**src/rtl/sobel_grad_dir_if.sv**
```systemverilog
// Pixel-column stream into the Sobel stage and gradient stream out of it.
//   valid_in        : din1..din3 carry one column this cycle
//   din1/din2/din3  : top/middle/bottom row pixels (unsigned)
//   mode            : 0 = L1 magnitude, 1 = L-inf magnitude
//   valid_out       : dout valid this cycle
//   eol_out         : last dout of a line
//   dout            : {mag[WIDTH-1:0], dir[1:0]}
interface sobel_grad_dir_if #(
  parameter int unsigned WIDTH = 8
);
  logic               valid_in;
  logic [WIDTH-1:0]   din1;
  logic [WIDTH-1:0]   din2;
  logic [WIDTH-1:0]   din3;
  logic               mode;
  logic               valid_out;
  logic               eol_out;
  logic [WIDTH+1:0]   dout;

  modport master (
    output valid_in, din1, din2, din3, mode,
    input  valid_out, eol_out, dout
  );

  modport slave (
    input  valid_in, din1, din2, din3, mode,
    output valid_out, eol_out, dout
  );
endinterface

```
**src/rtl/sobel_grad_dir.sv**
```systemverilog
// 3x3 Sobel gradient stage: three vertically aligned pixel streams in,
// saturated gradient magnitude plus 2-bit quantised direction out.
//   clk   : system clock, rising edge
//   rst_n : asynchronous active-low reset
//   bus   : slave side of sobel_grad_dir_if (column stream in, result out)
// Pipeline: window shift (t) -> Gx/Gy (t+1) -> |Gx|,|Gy| (t+2) -> dout (t+3).
module sobel_grad_dir #(
  parameter int unsigned PIC_WIDTH = 250,
  parameter int unsigned WIDTH     = 8,
  parameter int unsigned CNT_W     = 11
) (
  input  logic             clk,
  input  logic             rst_n,
  sobel_grad_dir_if.slave  bus
);

  localparam int unsigned GW = WIDTH + 3;   // signed gradient
  localparam int unsigned AW = WIDTH + 2;   // absolute gradient
  localparam int unsigned SW = WIDTH + 3;   // |Gx|+|Gy| before saturation
  localparam int unsigned PW = WIDTH + 12;  // constant-multiply products
  localparam logic [CNT_W-1:0] CNT_LAST = CNT_W'(PIC_WIDTH - 1);
  localparam logic [CNT_W-1:0] CNT_WIN  = CNT_W'(2);
  localparam logic [WIDTH-1:0] MAG_MAX  = '1;

  // Window rows; index 0 newest (right), index 2 oldest (left).
  logic [2:0][WIDTH-1:0] r1, r2, r3;
  logic [CNT_W-1:0]      cnt;
  logic                  w_valid, w_eol;

  logic                  s1_valid, s1_eol, s1_mode;
  logic signed [GW-1:0]  s1_gx, s1_gy;

  logic                  s2_valid, s2_eol, s2_mode, s2_same;
  logic [AW-1:0]         s2_ax, s2_ay;

  logic signed [GW-1:0]  gx_c, gy_c;
  logic [AW-1:0]         ax_c, ay_c;
  logic [SW-1:0]         sel_c;
  logic [WIDTH-1:0]      mag_c;
  logic [1:0]            dir_c;
  logic [PW-1:0]         ay256_c, ax106_c, ax618_c;

  function automatic logic signed [GW-1:0] sx(input logic [WIDTH-1:0] p);
    return $signed(GW'(p));
  endfunction

  // Window shift, column counter and window-complete flags.
  always_ff @(posedge clk or negedge rst_n) begin
    if (!rst_n) begin
      r1      <= '0;
      r2      <= '0;
      r3      <= '0;
      cnt     <= '0;
      w_valid <= 1'b0;
      w_eol   <= 1'b0;
    end else begin
      w_valid <= bus.valid_in && (cnt >= CNT_WIN);
      w_eol   <= bus.valid_in && (cnt == CNT_LAST);
      if (bus.valid_in) begin
        r1  <= {r1[1], r1[0], bus.din1};
        r2  <= {r2[1], r2[0], bus.din2};
        r3  <= {r3[1], r3[0], bus.din3};
        cnt <= (cnt == CNT_LAST) ? '0 : cnt + CNT_W'(1);
      end else begin
        // A gap restarts the line; the partial line is dropped.
        cnt <= '0;
      end
    end
  end

  // Sobel kernels on the current window.
  always_comb begin
    gx_c = (sx(r1[0]) + (sx(r2[0]) <<< 1) + sx(r3[0]))
         - (sx(r1[2]) + (sx(r2[2]) <<< 1) + sx(r3[2]));
    gy_c = (sx(r1[2]) + (sx(r1[1]) <<< 1) + sx(r1[0]))
         - (sx(r3[2]) + (sx(r3[1]) <<< 1) + sx(r3[0]));
  end

  // Stage 1: signed gradients; mode travels with the data from here.
  always_ff @(posedge clk or negedge rst_n) begin
    if (!rst_n) begin
      s1_valid <= 1'b0;
      s1_eol   <= 1'b0;
      s1_mode  <= 1'b0;
      s1_gx    <= '0;
      s1_gy    <= '0;
    end else begin
      s1_valid <= w_valid;
      s1_eol   <= w_eol;
      s1_mode  <= bus.mode;
      s1_gx    <= gx_c;
      s1_gy    <= gy_c;
    end
  end

  // Absolute values; |-1024| cannot occur, so AW bits suffice.
  always_comb begin
    ax_c = s1_gx[GW-1] ? AW'($unsigned(-s1_gx)) : AW'($unsigned(s1_gx));
    ay_c = s1_gy[GW-1] ? AW'($unsigned(-s1_gy)) : AW'($unsigned(s1_gy));
  end

  // Stage 2: magnitudes and sign agreement.
  always_ff @(posedge clk or negedge rst_n) begin
    if (!rst_n) begin
      s2_valid <= 1'b0;
      s2_eol   <= 1'b0;
      s2_mode  <= 1'b0;
      s2_same  <= 1'b0;
      s2_ax    <= '0;
      s2_ay    <= '0;
    end else begin
      s2_valid <= s1_valid;
      s2_eol   <= s1_eol;
      s2_mode  <= s1_mode;
      s2_same  <= (s1_gx[GW-1] == s1_gy[GW-1]);
      s2_ax    <= ax_c;
      s2_ay    <= ay_c;
    end
  end

  // Magnitude select/saturate and direction binning via tan(22.5)~106/256,
  // tan(67.5)~618/256.
  always_comb begin
    sel_c   = s2_mode ? ((s2_ax >= s2_ay) ? SW'(s2_ax) : SW'(s2_ay))
                      : SW'(s2_ax) + SW'(s2_ay);
    mag_c   = (sel_c > SW'(MAG_MAX)) ? MAG_MAX : WIDTH'(sel_c);
    ay256_c = PW'(s2_ay) << 8;
    ax106_c = PW'(s2_ax) * PW'(106);
    ax618_c = PW'(s2_ax) * PW'(618);
    dir_c   = 2'd3;
    // Strict compare alone would send a zero gradient to bin 1.
    if ((ay256_c < ax106_c) || ((s2_ax == '0) && (s2_ay == '0))) begin
      dir_c = 2'd0;
    end else if (ay256_c > ax618_c) begin
      dir_c = 2'd2;
    end else if (s2_same) begin
      dir_c = 2'd1;
    end
  end

  // Output register; dout holds while no result is presented.
  always_ff @(posedge clk or negedge rst_n) begin
    if (!rst_n) begin
      bus.valid_out <= 1'b0;
      bus.eol_out   <= 1'b0;
      bus.dout      <= '0;
    end else begin
      bus.valid_out <= s2_valid;
      bus.eol_out   <= s2_valid && s2_eol;
      if (s2_valid) begin
        bus.dout <= {mag_c, dir_c};
      end
    end
  end

endmodule

```
**src/flat_wrapper.sv**
```systemverilog
// flat-port wrapper written by rule: the top's interface ports become plain ports
module sobel_grad_dir_flat 
#(
  parameter int unsigned PIC_WIDTH = 250,
  parameter int unsigned WIDTH     = 8,
  parameter int unsigned CNT_W     = 11
)
  (clk, rst_n, bus_valid_in, bus_din1, bus_din2, bus_din3, bus_mode, bus_valid_out, bus_eol_out, bus_dout);
  sobel_grad_dir_if #(.WIDTH(WIDTH)) bus_i ();
  input  logic clk;
  input  logic rst_n;
  input wire logic [$bits(bus_i.valid_in)-1:0] bus_valid_in;
  input wire logic [$bits(bus_i.din1)-1:0] bus_din1;
  input wire logic [$bits(bus_i.din2)-1:0] bus_din2;
  input wire logic [$bits(bus_i.din3)-1:0] bus_din3;
  input wire logic [$bits(bus_i.mode)-1:0] bus_mode;
  output wire logic [$bits(bus_i.valid_out)-1:0] bus_valid_out;
  output wire logic [$bits(bus_i.eol_out)-1:0] bus_eol_out;
  output wire logic [$bits(bus_i.dout)-1:0] bus_dout;
  assign bus_i.valid_in = bus_valid_in;
  assign bus_i.din1 = bus_din1;
  assign bus_i.din2 = bus_din2;
  assign bus_i.din3 = bus_din3;
  assign bus_i.mode = bus_mode;
  assign bus_valid_out = bus_i.valid_out;
  assign bus_eol_out = bus_i.eol_out;
  assign bus_dout = bus_i.dout;
  sobel_grad_dir #(.PIC_WIDTH(PIC_WIDTH), .WIDTH(WIDTH), .CNT_W(CNT_W)) u_core (.clk(clk), .rst_n(rst_n), .bus(bus_i));
endmodule
```
**config.mk**
```make
export PLATFORM = sky130hd
export DESIGN_NAME = sobel_grad_dir_flat
export DESIGN_NICKNAME = d
export VERILOG_FILES = /design/src/rtl/sobel_grad_dir_if.sv /design/src/rtl/sobel_grad_dir.sv /design/src/flat_wrapper.sv
export SDC_FILE = /design/constraint.sdc
export NUM_CORES = 1
export LEC_CHECK = 0
export ABC_CLOCK_PERIOD_IN_PS = 5700
export BUFFER_PORTS_ARGS = -buffer_cell sky130_fd_sc_hd__buf_2
export CORE_MARGIN = 2
export CORE_UTILIZATION = 60
export CTS_CLUSTER_DIAMETER = 40
export DETAILED_ROUTE_END_ITERATION = 8
export HOLD_SLACK_MARGIN = 0.06
export PLACE_DENSITY = 0.86
export RECOVER_POWER = 100
export SYNTH_ARGS = -nofsm -noshare
export SYNTH_HDL_FRONTEND = slang
export SYNTH_SLANG_ARGS = --single-unit
```
**constraint.sdc**
```tcl
create_clock -name clk -period 5.7 [get_ports clk]
set_input_delay 0.285 -clock clk [delete_from_list [all_inputs] [get_ports clk]]
set_output_delay 0.285 -clock clk [all_outputs]
set_load 0.01 [all_outputs]
```
==> flow_summary.html <==
<table>
<tr><th>Metric</th><th>Value</th></tr>
<tr><th colspan="2">Setup path</th></tr>
<tr><td>Crit path launch type</td><td>register</td></tr>
<tr><td>Slowest library cell on the worst path</td><td>sky130_fd_sc_hd__fa_1</td></tr>
<tr><td>CP endpoint kind</td><td>register</td></tr>
<tr><td>Worst path buffer plus inverter count</td><td>2</td></tr>
<tr><td>Worst path max stage delay</td><td>0.54 ns</td></tr>
<tr><td>Cell Chain, Critical Path</td><td>ha_1 &gt; fa_1 &gt; inv_1 &gt; fa_1 &gt; fa_1 &gt; inv_1 &gt; ha_1 &gt; nand3_1 &gt; o211ai_1 &gt; nand2b_1 &gt; a21o_1 &gt; a21oi_1 &gt; xor2_1 &gt; ha_1 &gt; nand2_1 &gt; o21ai_0 &gt; a2111oi_0 &gt; nand3_1 &gt; o211ai_1 &gt; nand2_1 &gt; a22o_1</td></tr>
<tr><td>Data required, critical path</td><td>6.01 ns</td></tr>
<tr><td>Kind of critical path</td><td>register to register</td></tr>
<tr><td>Worst-path maximum fanout</td><td>9</td></tr>
<tr><td>CP top delay family</td><td>adder cells</td></tr>
<tr><td>Origin of the worst setup path</td><td>u_core.s2_ax[9]</td></tr>
<tr><td>Worst reg2reg startpoint</td><td>u_core.s2_ax[9]</td></tr>
<tr><td>Arrival time of data at the critical path endpoint</td><td>5.60 ns</td></tr>
<tr><th colspan="2">STA</th></tr>
<tr><td>Max-slew violation total from the final report</td><td>229</td></tr>
<tr><td>Fraction of the cycle the final worst path needs</td><td>92.9%</td></tr>
<tr><td>Worst clock skew</td><td>0.00938 ns</td></tr>
<tr><td>Setup-violating endpoint count in the final report</td><td>0</td></tr>
<tr><td>Worst slew margin relative to its limit</td><td>-163%</td></tr>
<tr><td>Achievable clock frequency</td><td>189 MHz</td></tr>
<tr><td>Slew at the pin closest to its max-slew limit</td><td>3.95 ns</td></tr>
<tr><td>Total negative slack for setup checks</td><td>0 ns</td></tr>
<tr><td>Final hold vios</td><td>0</td></tr>
<tr><td>RSZ-0062 raised after global routing</td><td>false</td></tr>
<tr><td>Time the worst path needs with I/O delays and setup</td><td>5.29 ns</td></tr>
<tr><th colspan="2">Drt</th></tr>
<tr><td>Total wire length</td><td>25,700 um</td></tr>
<tr><td>Initial drt markers</td><td>494</td></tr>
<tr><td>Detail Route Antenna Nets</td><td>0</td></tr>
<tr><td>Drt pass-1 iters</td><td>6</td></tr>
<tr><td>Remaining DRCs</td><td>0</td></tr>
<tr><td>Total via count in the routed design</td><td>8,371</td></tr>
<tr><td>Final routed wire length divided by cell count</td><td>17.7 um</td></tr>
<tr><td>Via density per instance</td><td>5.75</td></tr>
<tr><th colspan="2">Logic synthesis</th></tr>
<tr><td>Number of enable-type register cells in the synthesized netlist</td><td>0</td></tr>
<tr><td>Mux cell area share after synthesis</td><td>7.15%</td></tr>
<tr><td>Post-synth top area share</td><td>30.9%</td></tr>
<tr><td>Synthesized-area fraction occupied by and/or/nand/nor cells</td><td>7.91%</td></tr>
<tr><td>Instance count of the mapped netlist</td><td>1,132</td></tr>
<tr><td>Combinational family with the most area after synthesis</td><td>adder cells</td></tr>
<tr><td>Post-synthesis net count</td><td>1,408</td></tr>
<tr><td>Main flop type after synthesis</td><td>sky130_fd_sc_hd__dfrtp_1</td></tr>
<tr><td>Count of warnings emitted by yosys</td><td>0</td></tr>
<tr><td>Complex-gate fraction of the synthesized area</td><td>10.3%</td></tr>
<tr><td>Post-synth cell types</td><td>57</td></tr>
<tr><td>Share of synthesized cell area in full adder, half adder and majority cells</td><td>30.7%</td></tr>
<tr><td>Cell taking the most area after synthesis</td><td>sky130_fd_sc_hd__dfrtp_1</td></tr>
<tr><td>Synthesized-area fraction occupied by xor and xnor cells</td><td>7.03%</td></tr>
<tr><td>Cells taking the most area after synthesis</td><td>sky130_fd_sc_hd__dfrtp_1 31%, sky130_fd_sc_hd__ha_1 19%, sky130_fd_sc_hd__fa_1 12%, sky130_fd_sc_hd__mux2_2 6.5%, sky130_fd_sc_hd__inv_1 5.5%</td></tr>
<tr><td>Synth async-reset ratio</td><td>100%</td></tr>
<tr><td>Seq/Total Area, Yosys</td><td>30.9%</td></tr>
<tr><td>Post-synthesis instance area</td><td>11,800 um2</td></tr>
<tr><td>Synthesized area per cell</td><td>10.5 um2</td></tr>
<tr><td>Flip-flop and latch count after synthesis</td><td>146</td></tr>
<tr><th colspan="2">Cells and area</th></tr>
<tr><td>NumNets Final</td><td>1,453</td></tr>
<tr><td>Antenna cell count</td><td>0</td></tr>
<tr><td>Area occupied by registers</td><td>3650 um2</td></tr>
<tr><td>Area of all placed cells without fillers</td><td>12,900 um2</td></tr>
<tr><td>Layout cells sized above 1</td><td>11.4%</td></tr>
<tr><td>Area occupied by multi-input gates</td><td>7450 um2</td></tr>
<tr><td>Layout area overhead</td><td>9.02%</td></tr>
<tr><td>Count of filler cells inserted in the layout</td><td>1,428</td></tr>
<tr><th colspan="2">Die</th></tr>
<tr><td>Overall die area</td><td>20,900 um2</td></tr>
<tr><td>Core footprint</td><td>19,400 um2</td></tr>
<tr><td>Number of standard-cell rows in the floorplan</td><td>51</td></tr>
<tr><td>Y dimension of the die</td><td>144 um</td></tr>
<tr><td>Ports</td><td>40</td></tr>
<tr><td>Initial Util</td><td>61.0%</td></tr>
<tr><td>Die Span X</td><td>144 um</td></tr>
<tr><th colspan="2">Worst hold path</th></tr>
<tr><td>Beginning of the worst hold path</td><td>bus_din3[6]</td></tr>
<tr><td>HP Class</td><td>input port to register</td></tr>
<tr><th colspan="2">Clock network</th></tr>
<tr><td>CTS clock-pin slew for the worst setup and hold paths</td><td>0.06 ns</td></tr>
<tr><td>TritonCTS Sinks</td><td>146</td></tr>
<tr><td>Clock latency of the later-clocked register in the worst-skew pair</td><td>0.42 ns</td></tr>
<tr><td>CTS tree</td><td>built</td></tr>
<tr><td>Number of buffers on the longest clock path</td><td>2</td></tr>
<tr><td>Number of buffers created by CTS</td><td>17</td></tr>
<tr><td>Library cell used as clock root buffer</td><td>sky130_fd_sc_hd__clkbuf_16</td></tr>
<tr><td>Post-CTS setup repair buffer count</td><td>0</td></tr>
<tr><td>Number of H-tree levels</td><td>4</td></tr>
<tr><th colspan="2">Global routing</th></tr>
<tr><td>Tot GR Track Use</td><td>26.8%</td></tr>
<tr><td>Number of antenna violations at the first check in global routing</td><td>0</td></tr>
<tr><td>GRT Residual Overflow</td><td>0</td></tr>
<tr><td>Via count of the first global-routing pass</td><td>8,892</td></tr>
<tr><td>First-pass GRT wire length</td><td>43,100 um</td></tr>
<tr><td>Maximum number of pins on one net before global-route repair</td><td>102</td></tr>
<tr><th colspan="2">Placed design</th></tr>
<tr><td>Placer congestion estimate</td><td>0.941</td></tr>
<tr><td>Post-detailed-placement cell area</td><td>12,300 um2</td></tr>
<tr><td>Final HPWL DP</td><td>19,200 um</td></tr>
<tr><td>Number of buffer cells added on primary ports</td><td>39</td></tr>
<tr><th colspan="2">Flow run</th></tr>
<tr><td>Maximum capacitance violations</td><td>3</td></tr>
<tr><th colspan="2">Run status</th></tr>
<tr><td>Violated checks</td><td>capacitance limit, slew limit</td></tr>
<tr><td>Result of the run</td><td>finished with violations</td></tr>
</table>
flip-flops by register name, summed over array words and instances (netlist names):
name and cells:
u_core.r1 24, u_core.r2 24, u_core.r3 24, u_core.cnt 11, u_core.s1_gx 11, u_core.s1_gy 11, u_core.bus.dout 10, u_core.s2_ax 10
u_core.s2_ay 10, u_core.bus.eol_out 1, u_core.bus.valid_out 1, u_core.s1_eol 1, u_core.s1_mode 1, u_core.s1_valid 1, u_core.s2_eol 1, u_core.s2_mode 1
u_core.s2_same 1, u_core.s2_valid 1, u_core.w_eol 1, u_core.w_valid 1
worst reg2reg max path: stages, from the launching register on:
cell	delay, ns
sky130_fd_sc_hd__dfrtp_1	0.51
sky130_fd_sc_hd__ha_1	0.39
sky130_fd_sc_hd__fa_1	0.51
sky130_fd_sc_hd__inv_1	0.05
sky130_fd_sc_hd__fa_1	0.46
sky130_fd_sc_hd__fa_1	0.54
sky130_fd_sc_hd__inv_1	0.04
sky130_fd_sc_hd__ha_1	0.36
sky130_fd_sc_hd__nand3_1	0.11
sky130_fd_sc_hd__o211ai_1	0.11
sky130_fd_sc_hd__nand2b_1	0.22
sky130_fd_sc_hd__a21o_1	0.18
sky130_fd_sc_hd__a21oi_1	0.16
sky130_fd_sc_hd__xor2_1	0.17
sky130_fd_sc_hd__ha_1	0.25
sky130_fd_sc_hd__nand2_1	0.08
sky130_fd_sc_hd__o21ai_0	0.09
sky130_fd_sc_hd__a2111oi_0	0.36
sky130_fd_sc_hd__nand3_1	0.14
sky130_fd_sc_hd__o211ai_1	0.16
sky130_fd_sc_hd__nand2_1	0.09
sky130_fd_sc_hd__a22o_1	0.20
timing repair:
item                                    CTS  global route
hold endpoints to repair                101             0
hold buffers                              2             0
endpoints found under the setup margin    0             1
resized for setup                         0             1
cell usage in the layout (no fill, tap or decap), types with 4 or more instances in the layout:
cell and instances:
sky130_fd_sc_hd__a31oi_1 6, sky130_fd_sc_hd__xnor2_1 61, sky130_fd_sc_hd__o41ai_1 4, sky130_fd_sc_hd__o31ai_1 8, sky130_fd_sc_hd__clkbuf_1 14, sky130_fd_sc_hd__o21a_1 11, sky130_fd_sc_hd__mux2i_1 8, sky130_fd_sc_hd__nor4_1 6
sky130_fd_sc_hd__nor2b_1 12, sky130_fd_sc_hd__xor2_1 34, sky130_fd_sc_hd__or3_1 8, sky130_fd_sc_hd__dfrtp_1 146, sky130_fd_sc_hd__buf_2 26, sky130_fd_sc_hd__inv_1 173, sky130_fd_sc_hd__mux2_2 67, sky130_fd_sc_hd__nand2b_1 11
sky130_fd_sc_hd__o211ai_1 6, sky130_fd_sc_hd__and3_1 6, sky130_fd_sc_hd__ha_1 178, sky130_fd_sc_hd__a211o_1 6, sky130_fd_sc_hd__clkinv_4 4, sky130_fd_sc_hd__nor2_1 45, sky130_fd_sc_hd__a211oi_1 4, sky130_fd_sc_hd__nor3_1 20
sky130_fd_sc_hd__o21ai_0 40, sky130_fd_sc_hd__fa_1 70, sky130_fd_sc_hd__clkbuf_16 17, sky130_fd_sc_hd__o21bai_1 13, sky130_fd_sc_hd__a21oi_1 55, sky130_fd_sc_hd__nand3_1 14, sky130_fd_sc_hd__a21o_1 13, sky130_fd_sc_hd__nand2_1 50
sky130_fd_sc_hd__nor4b_1 4
layer usage:
metal	track usage (%)	part of all wire, %
met1	31.8	40
met2	46.9	51
met3	4.87	4.5
met4	13.5	4.7
met5	0	0
area by class of cell:
cell class	count	area share, %
clock inverters	13	1.16
flip-flops and latches	146	28.3
multi-input cells	795	57.8
repair buffers	43	1.61
well taps	265	2.57
inverters	174	5.06
clock buffers	19	3.51
stage by stage:
stage,std cells,setup WS [ns],hold WS [ns],utilization (%)
CTS,1455,0.451,0.0720,66.7
detailed placement,1421,0.474,0.336,63.5
global placement,1421,0.654,0.332,63.5
finish,1455,0.406,0.0747,66.5
floorplan,1132,0.840,-0.0106,-
global route,1455,0.0721,0.0803,66.5
cells in the mapped netlist, types with 4 or more instances:
| cell type | instances |
|---|---|
| sky130_fd_sc_hd__a211o_1 | 6 |
| sky130_fd_sc_hd__a211oi_1 | 5 |
| sky130_fd_sc_hd__a21o_1 | 13 |
| sky130_fd_sc_hd__a21oi_1 | 55 |
| sky130_fd_sc_hd__a31oi_1 | 6 |
| sky130_fd_sc_hd__and3_1 | 6 |
| sky130_fd_sc_hd__clkbuf_1 | 16 |
| sky130_fd_sc_hd__dfrtp_1 | 146 |
| sky130_fd_sc_hd__fa_1 | 70 |
| sky130_fd_sc_hd__ha_1 | 178 |
| sky130_fd_sc_hd__inv_1 | 173 |
| sky130_fd_sc_hd__mux2_2 | 68 |
| sky130_fd_sc_hd__mux2i_1 | 8 |
| sky130_fd_sc_hd__nand2_1 | 50 |
| sky130_fd_sc_hd__nand2b_1 | 11 |
| sky130_fd_sc_hd__nand3_1 | 14 |
| sky130_fd_sc_hd__nor2_1 | 45 |
| sky130_fd_sc_hd__nor2b_1 | 12 |
| sky130_fd_sc_hd__nor3_1 | 20 |
| sky130_fd_sc_hd__nor4_1 | 6 |
| sky130_fd_sc_hd__nor4b_1 | 4 |
| sky130_fd_sc_hd__o211ai_1 | 6 |
| sky130_fd_sc_hd__o21a_1 | 11 |
| sky130_fd_sc_hd__o21ai_0 | 40 |
| sky130_fd_sc_hd__o21bai_1 | 13 |
| sky130_fd_sc_hd__o31ai_1 | 8 |
| sky130_fd_sc_hd__o41ai_1 | 4 |
| sky130_fd_sc_hd__or3_1 | 8 |
| sky130_fd_sc_hd__xnor2_1 | 61 |
| sky130_fd_sc_hd__xor2_1 | 34 |
logic make-up after synthesis:
| logic type | Yosys count |
|---|---|
| buffers and inverters | 191 |
| multiplexers | 76 |
| AND/OR/NAND/NOR | 190 |
| adder cells (fa/ha/maj) | 248 |
| flip-flops | 146 |
| XOR/XNOR | 95 |
| AO/OA/AOI/OAI | 186 |
final timing paths:
check                                      to  slack [ns]  cells past startpoint
min reg2reg                   u_core.s2_valid        0.35                      0
min in group asynchronous        u_core.r3[7]        1.14                      2
max reg2reg                u_core.bus.dout[1]        0.41                     21
max in group asynchronous        u_core.r2[0]        1.43                      3
min                              u_core.r3[6]        0.07                      3
max                        u_core.bus.dout[1]        0.41                     21
Power is left out: the tool's default activity adds up to more than one toggle a clock period on the data nets, which glitch-free logic cannot reach.
